## config.mk

```make
export PLATFORM = sky130hd
export DESIGN_NAME = inst_fetch_buffer
export DESIGN_NICKNAME = d
export VERILOG_FILES = /design/src/rtl/inst_fetch_buffer.sv
export SDC_FILE = /design/constraint.sdc
export NUM_CORES = 1
export LEC_CHECK = 0
export CAP_MARGIN = 25
export CORE_UTILIZATION = 52
export CTS_BUF_LIST = sky130_fd_sc_hd__clkbuf_16
export CTS_CLUSTER_DIAMETER = 80
export DETAILED_ROUTE_END_ITERATION = 12
export MAX_ROUTING_LAYER = met4
export PLACE_DENSITY = 0.76
export SETUP_SLACK_MARGIN = 0.05
export SLEW_MARGIN = 0
export SYNTH_ARGS = -nofsm -noshare
export SYNTH_HDL_FRONTEND = slang
export SYNTH_SLANG_ARGS = --single-unit
export TNS_END_PERCENT = 1
```

## constraint.sdc

```tcl
create_clock -name clock -period 6.5 [get_ports clock]
set_input_delay 0.65 -clock clock [delete_from_list [all_inputs] [get_ports clock]]
set_output_delay 0.65 -clock clock [all_outputs]
set_load 0.05 [all_outputs]
```

## src/rtl/inst_fetch_buffer.sv

```systemverilog
// rtl/inst_fetch_buffer.sv - fetch PC, pipelined imem requests, in-order response FIFO
module inst_fetch_buffer #(
    parameter int              XLEN     = 32,
    parameter int              ILEN     = 32,
    parameter int              DEPTH    = 4,
    parameter logic [XLEN-1:0] RESET_PC = '0
) (
    input  logic            clock,
    input  logic            reset,
    output logic            imem_req_valid,
    input  logic            imem_req_ready,
    output logic [XLEN-1:0] imem_req_addr,
    input  logic            imem_rsp_valid,
    input  logic [ILEN-1:0] imem_rsp_data,
    input  logic            imem_rsp_fault,
    input  logic            redirect,
    input  logic [XLEN-1:0] redirect_pc,
    output logic            d_valid,
    input  logic            d_ready,
    output logic [XLEN-1:0] d_pc,
    output logic [ILEN-1:0] d_inst,
    output logic            d_fault
);

    localparam int AW = $clog2(DEPTH);
    localparam int CW = $clog2(DEPTH + 1);

    typedef enum logic {
        ST_RUN  = 1'b0,
        ST_HALT = 1'b1
    } state_t;

    state_t r_state;
    state_t w_state_next;

    logic [XLEN-1:0] r_pc;
    logic [CW-1:0]   r_outstanding;
    logic [CW-1:0]   r_drop;
    logic [CW-1:0]   r_occ;
    logic [AW-1:0]   r_wr_ptr;
    logic [AW-1:0]   r_rd_ptr;
    logic [AW-1:0]   r_pq_wr;
    logic [AW-1:0]   r_pq_rd;

    // Buffered entries and the PCs of in-flight requests (oldest at r_pq_rd).
    logic [XLEN-1:0] r_fifo_pc    [DEPTH];
    logic [ILEN-1:0] r_fifo_inst  [DEPTH];
    logic            r_fifo_fault [DEPTH];
    logic [XLEN-1:0] r_pq         [DEPTH];

    logic            w_credit_ok;
    logic            w_accept;
    logic            w_misaligned;
    logic            w_empty;
    logic            w_pop;
    logic            w_push;
    logic            w_fault_push;
    logic [CW-1:0]   w_out_next;
    logic            w_fifo_we;
    logic [AW-1:0]   w_fifo_waddr;
    logic [XLEN-1:0] w_fifo_wpc;
    logic [ILEN-1:0] w_fifo_winst;
    logic            w_fifo_wfault;

    // Credit covers both buffered and in-flight words, so the FIFO can never overflow.
    assign w_credit_ok    = ({1'b0, r_occ} + {1'b0, r_outstanding}) < (CW + 1)'(DEPTH);
    assign imem_req_valid = !reset && (r_state == ST_RUN) && !redirect && w_credit_ok;
    assign imem_req_addr  = r_pc;
    assign w_accept       = imem_req_valid && imem_req_ready;
    assign w_misaligned   = !reset && redirect && (redirect_pc[1:0] != 2'b00);

    assign w_empty        = (r_occ == '0);
    assign d_valid        = !reset && !w_empty;
    assign w_pop          = d_valid && d_ready && !redirect;

    // A response is kept only when nothing is pending discard and no flush happens now.
    assign w_push         = !reset && imem_rsp_valid && !redirect && (r_drop == '0);
    assign w_fault_push   = w_push && imem_rsp_fault;
    assign w_out_next     = r_outstanding + CW'(w_accept) - CW'(imem_rsp_valid);

    assign d_pc           = d_valid ? r_fifo_pc[r_rd_ptr]    : '0;
    assign d_inst         = d_valid ? r_fifo_inst[r_rd_ptr]  : '0;
    assign d_fault        = d_valid ? r_fifo_fault[r_rd_ptr] : 1'b0;

    // FIFO write port: a normal response push, or the synthetic misaligned-target fault entry.
    always_comb begin
        w_fifo_we     = 1'b0;
        w_fifo_waddr  = r_wr_ptr;
        w_fifo_wpc    = r_pq[r_pq_rd];
        w_fifo_winst  = imem_rsp_data;
        w_fifo_wfault = imem_rsp_fault;
        if (w_misaligned) begin
            w_fifo_we     = 1'b1;
            w_fifo_waddr  = '0;
            w_fifo_wpc    = redirect_pc;
            w_fifo_winst  = '0;
            w_fifo_wfault = 1'b1;
        end else if (w_push) begin
            w_fifo_we     = 1'b1;
        end
    end

    // Next state: redirect wins; a kept fault response stops fetching.
    always_comb begin
        w_state_next = r_state;
        if (redirect) begin
            w_state_next = w_misaligned ? ST_HALT : ST_RUN;
        end else if (w_fault_push) begin
            w_state_next = ST_HALT;
        end
    end

    // State register.
    always_ff @(posedge clock) begin
        if (reset) begin
            r_state <= ST_RUN;
        end else begin
            r_state <= w_state_next;
        end
    end

    // Storage arrays need no reset; validity is carried by the pointers and counters.
    always_ff @(posedge clock) begin
        if (w_fifo_we) begin
            r_fifo_pc[w_fifo_waddr]    <= w_fifo_wpc;
            r_fifo_inst[w_fifo_waddr]  <= w_fifo_winst;
            r_fifo_fault[w_fifo_waddr] <= w_fifo_wfault;
        end
        if (w_accept) begin
            r_pq[r_pq_wr] <= r_pc;
        end
    end

    // Fetch PC, credit counters and FIFO pointers.
    always_ff @(posedge clock) begin
        if (reset) begin
            r_pc          <= RESET_PC;
            r_outstanding <= '0;
            r_drop        <= '0;
            r_occ         <= '0;
            r_wr_ptr      <= '0;
            r_rd_ptr      <= '0;
            r_pq_wr       <= '0;
            r_pq_rd       <= '0;
        end else begin
            r_outstanding <= w_out_next;
            if (w_accept) begin
                r_pq_wr <= r_pq_wr + AW'(1);
            end
            if (imem_rsp_valid) begin
                r_pq_rd <= r_pq_rd + AW'(1);
            end
            if (redirect) begin
                // Everything still in flight after this cycle belongs to the old path.
                r_pc     <= redirect_pc;
                r_drop   <= w_out_next;
                r_rd_ptr <= '0;
                r_wr_ptr <= w_misaligned ? AW'(1) : '0;
                r_occ    <= w_misaligned ? CW'(1) : '0;
            end else begin
                if (w_accept) begin
                    r_pc <= r_pc + XLEN'(4);
                end
                if (w_fault_push) begin
                    r_drop <= w_out_next;
                end else if (imem_rsp_valid && (r_drop != '0)) begin
                    r_drop <= r_drop - CW'(1);
                end
                if (w_push) begin
                    r_wr_ptr <= r_wr_ptr + AW'(1);
                end
                if (w_pop) begin
                    r_rd_ptr <= r_rd_ptr + AW'(1);
                end
                r_occ <= r_occ + CW'(w_push) - CW'(w_pop);
            end
        end
    end

    // Invariants: no response without a request, no push into a full FIFO.
    always_ff @(posedge clock) begin
        if (!reset) begin
            assert (!(imem_rsp_valid && (r_outstanding == '0)));
            assert (!(w_push && !w_pop && (r_occ == CW'(DEPTH))));
        end
    end

endmodule
```

==> impl_summary.md <==
Run status
The flow ran to the end, and the final reports show no timing, DRC or antenna violations.

Logic synthesis
After synthesis, the mean cell area works out to 16.7 um^2. In this run, synthesis inferred 388 flip-flops with an integrated enable. By area the synthesized netlist is led by sky130_fd_sc_hd__edfxtp_1, sky130_fd_sc_hd__mux4_2, sky130_fd_sc_hd__dfxtp_1. For this run, the register share of the synthesized area comes to 70.9%.

The synthesized net count is 1,164. The post-synthesis register bit count is 442. The synthesized netlist occupies a cell area of 18,000 um^2. The synthesized design devotes to its leading area cell type 64.9% of total area.

Counting every instance in the synthesized netlist gives 1,078. The largest total area in the synthesized netlist belongs to sky130_fd_sc_hd__edfxtp_1. The Yosys step of the flow raised 0 warnings.

Of all flip-flops after synthesis, the portion carrying an async set or reset was 0%. The count of cell types in the netlist is 57. The most used flip-flop cell after synthesis is sky130_fd_sc_hd__edfxtp_1.

Clock tree
The hold buffer count at CTS is 0. In this run the clock root is driven by a sky130_fd_sc_hd__clkbuf_16. The latest clock arrival within the worst-skew pair is 550 ps. The number of buffers on the longest clock path is 3. Buffers inserted during clock tree synthesis total 43. The count of clock tree sinks is 442. After clock tree synthesis, the setup repair step added 0 buffers. The number of gates resized after CTS was 0.

After clock tree synthesis, the clock-pin slew on the worst setup and hold paths is 60 ps. The deepest level of the CTS H-tree is 2. The TritonCTS clock tree is done.

Worst setup path
The highest-delay cell along the critical path is sky130_fd_sc_hd__dfxtp_4. STA classifies the critical path startpoint as a flip-flop. Together, buffers and inverters on the worst path number 2. In this design, the stage delay of the slowest critical-path cell is 940 ps. Traced cell by cell, the critical path runs through buf_4 > mux4_2 > and2_1 > clkdlybuf4s50_1.

The worst reg-to-reg path cell count is 13. Among cell families on the critical path, the largest total delay comes from buffers and inverters. The startpoint-to-endpoint class of the critical path is reg -> out. The data arrival at the endpoint of the critical path is 3540 ps.

The critical-path maximum fanout is 44. The worst setup path is captured at an output pin. The critical path runs through a total of 4 cells.

The required time reported for the critical path endpoint is 5850 ps.

STA
For the pin with the worst max-slew slack, the measured transition is 1040 ps. The worst hold slack is 482 ps. The count of final hold-check violations came to 0. The final number of max-transition violations is 0. Adding up every negative setup slack in the final design gives 0 ps. The final count of negative-setup-slack endpoints is 0. The share of the clock period used by the worst path is 64.5%. The post-route clock skew is 21.3 ps. The worst pin sits at a relative slew slack of 30.5%. The worst path in the final design needs a cycle of 4190 ps, including I/O delays and setup. Derived from the worst setup path, the maximum achievable clock frequency is 0.239 GHz. Setup repair after global routing left no endpoint under its margin.

Detailed routing
The first-iteration detailed-routing DRC count is 1,079. The remaining routing DRC violations is 0. Summing over every cut layer, the via total after detailed routing is 10,200.

In the final routed layout, each cell accounts on average for 21.9 um. The remaining antenna violation count is 0. The number of vias per cell after detailed routing is 5.89. The aggregate routed wire length is 37,900 um. Before antenna repair, the detailed router went through 6 iterations.

Layout
The layout has 2,347 filler cells. The finished layout holds 1,731 standard cells, fillers aside. The total number of nets in the final design is 1,334. 0 antenna diodes ended up in the layout. Compared with the post-synthesis result, the final layout area differs by 19.7%.

The post-route netlist has 15.0% of its cells at a drive strength greater than 1.

Die
The die is 188 um wide. The floorplan step defined a core boundary enclosing 33,800 um^2. The starting utilization of the core area is 53.1%. The I/O pin total is 170.

The die area is 35,300 um^2. The die height is 188 um. The cell row count is 67.

Job
Across the run, the number of max-cap violations was 0.

Power
In this run the power density over the cells is 293 nW/um^2. Power comes to 6.29 mW. The standby leakage power is 7.06 nW. Across the VDD grid, the largest voltage drop is 0.000224 V.

Worst hold path
The cell depth of the worst hold path is 1. The path type of the worst min-delay path is reg -> reg.

Placed design
In this run, placement finished with an instance count of 1,650. At the end of routability-driven placement, the weighted congestion stood at 0.876. The count of buffers added on input and output ports is 169. The HPWL after detailed placement is 23,200 um.

Global routing
The pin count of the biggest net entering global routing is 67. The first global-routing pass estimated 59,100 um of wire. The initial antenna violation count is 0. The via count of the first global-routing pass came to 10,200. Summed over all layers, the global routing overflow is 0.

Global routing used 22.6% of the available tracks across all layers.
[worst reg2reg max path: stages (launching register included)]
cell and delay, ps:
sky130_fd_sc_hd__dfxtp_1 330, sky130_fd_sc_hd__ha_1 290, sky130_fd_sc_hd__nor4_1 270, sky130_fd_sc_hd__and4_1 260
sky130_fd_sc_hd__buf_4 260, sky130_fd_sc_hd__inv_2 250, sky130_fd_sc_hd__ha_1 350, sky130_fd_sc_hd__inv_1 60
sky130_fd_sc_hd__ha_1 130, sky130_fd_sc_hd__inv_1 40, sky130_fd_sc_hd__fa_1 370, sky130_fd_sc_hd__xor2_1 160
sky130_fd_sc_hd__xnor2_1 140, sky130_fd_sc_hd__a211oi_1 240
[per-layer routing]
layer | vias to the layer above | track usage [%] | routed length (um)
met5 | - | - | 0
met4 | 0 | 5.69 | 752
met3 | 58 | 3.22 | 3010
met2 | 470 | 34.6 | 18000
met1 | 5136 | 32.2 | 16100
li1 | 4524 | - | -
[cells by family (layout without fill, tap and decap cells)]
| family | after synthesis | after routing | share of synthesized area [%] |
|---|---|---|---|
| flip-flops | 442 | 442 | 70.9 |
| AND/OR/NAND/NOR | 344 | 344 | 9.82 |
| multiplexers | 102 | 102 | 12.5 |
| AO/OA/AOI/OAI | 86 | 86 | 3.16 |
| buffers and inverters | 78 | 283 | 1.99 |
| adder cells (fa/ha/maj) | 15 | 15 | 1.13 |
| XOR/XNOR | 11 | 11 | 0.537 |
[power breakdown]
group / internal (mW) / switching, mW
registers: 3.20 / 0.0693
logic: 0.245 / 0.379
clock network: 1.39 / 1.01
total: 4.83 / 1.46
[final timing paths]
kind	from	endpoint	slack (ps)
worst max register to register	r_outstanding[2]	r_drop[2]	3250
worst min register to register	r_state	r_state	480
worst max-delay path	flip-flop	d_pc[1]	2310
worst min-delay path	r_state	r_state	480
[synthesized netlist by cell type (4+ instances only)]
cell	instances
sky130_fd_sc_hd__nor4_1	5
sky130_fd_sc_hd__o211ai_1	8
sky130_fd_sc_hd__inv_1	17
sky130_fd_sc_hd__xor2_1	4
sky130_fd_sc_hd__a21oi_1	26
sky130_fd_sc_hd__nor2_1	25
sky130_fd_sc_hd__nand2_1	132
sky130_fd_sc_hd__nor3_1	15
sky130_fd_sc_hd__clkbuf_1	33
sky130_fd_sc_hd__and2_1	107
sky130_fd_sc_hd__o311ai_0	4
sky130_fd_sc_hd__a31oi_1	10
sky130_fd_sc_hd__o21ai_0	12
sky130_fd_sc_hd__buf_6	4
sky130_fd_sc_hd__or3_1	6
sky130_fd_sc_hd__or4_1	6
sky130_fd_sc_hd__mux4_2	97
sky130_fd_sc_hd__edfxtp_1	388
sky130_fd_sc_hd__buf_1	7
sky130_fd_sc_hd__a211oi_1	5
sky130_fd_sc_hd__nand4_1	12
sky130_fd_sc_hd__buf_2	11
sky130_fd_sc_hd__xnor2_1	7
sky130_fd_sc_hd__ha_1	13
sky130_fd_sc_hd__dfxtp_1	54
sky130_fd_sc_hd__nand3_1	19
[layout by cell type (no fill, tap or decap), drive strengths merged, types with 3 or more instances in the layout]
cell type        n
a21oi           26
nor3            15
a2bb2oi          3
bufinv           4
buf             17
or4              6
nor2            26
xor2             4
inv             30
and3             3
o311ai           4
clkdlybuf4s50  168
clkbuf          44
ha              13
mux4            97
a32oi            3
or3              6
and4             5
nand2          132
clkinv          19
o211ai           8
dfxtp           54
a211oi           5
a22oi            3
mux2i            3
nand4           13
nor4             5
xnor2            7
edfxtp         388
and2           108
o21ai           12
a31oi           10
nand3           19
[final cells by class]
type	instances	area, um^2	share of cell area, %
clock buffer	44	1100	5.12
clock inverter	36	268	1.25
inverter	18	67.6	0.314
multi-input combinational	558	4920	22.9
sequential	442	12700	59.3
tap	448	561	2.61
timing repair buffer	185	1840	8.56
[stage by stage]
stage / instance area (um^2) / utilization (%) / setup WS (ps)
final: 21500 / 63.6 / 2310
after global routing: 21500 / 63.6 / 2080
after CTS: 21500 / 63.6 / 2180
after detailed placement: 20100 / 59.5 / 2440
after global placement: 20100 / 59.4 / 2490
after floorplan: 18000 / - / 212
[state kept, by name, indices dropped and copies added, names as in the netlist, named ones only]
signal and count:
r_fifo_fault 4, r_rd_ptr 2, r_occ 3, r_wr_ptr 2
r_pq_rd 2, r_drop 3, imem_req_addr 32, r_state 1
r_pq_wr 2, r_outstanding 3, r_fifo_inst 128, r_fifo_pc 128
r_pq 128
No activity file was read; power rests on OpenSTA's default activity.
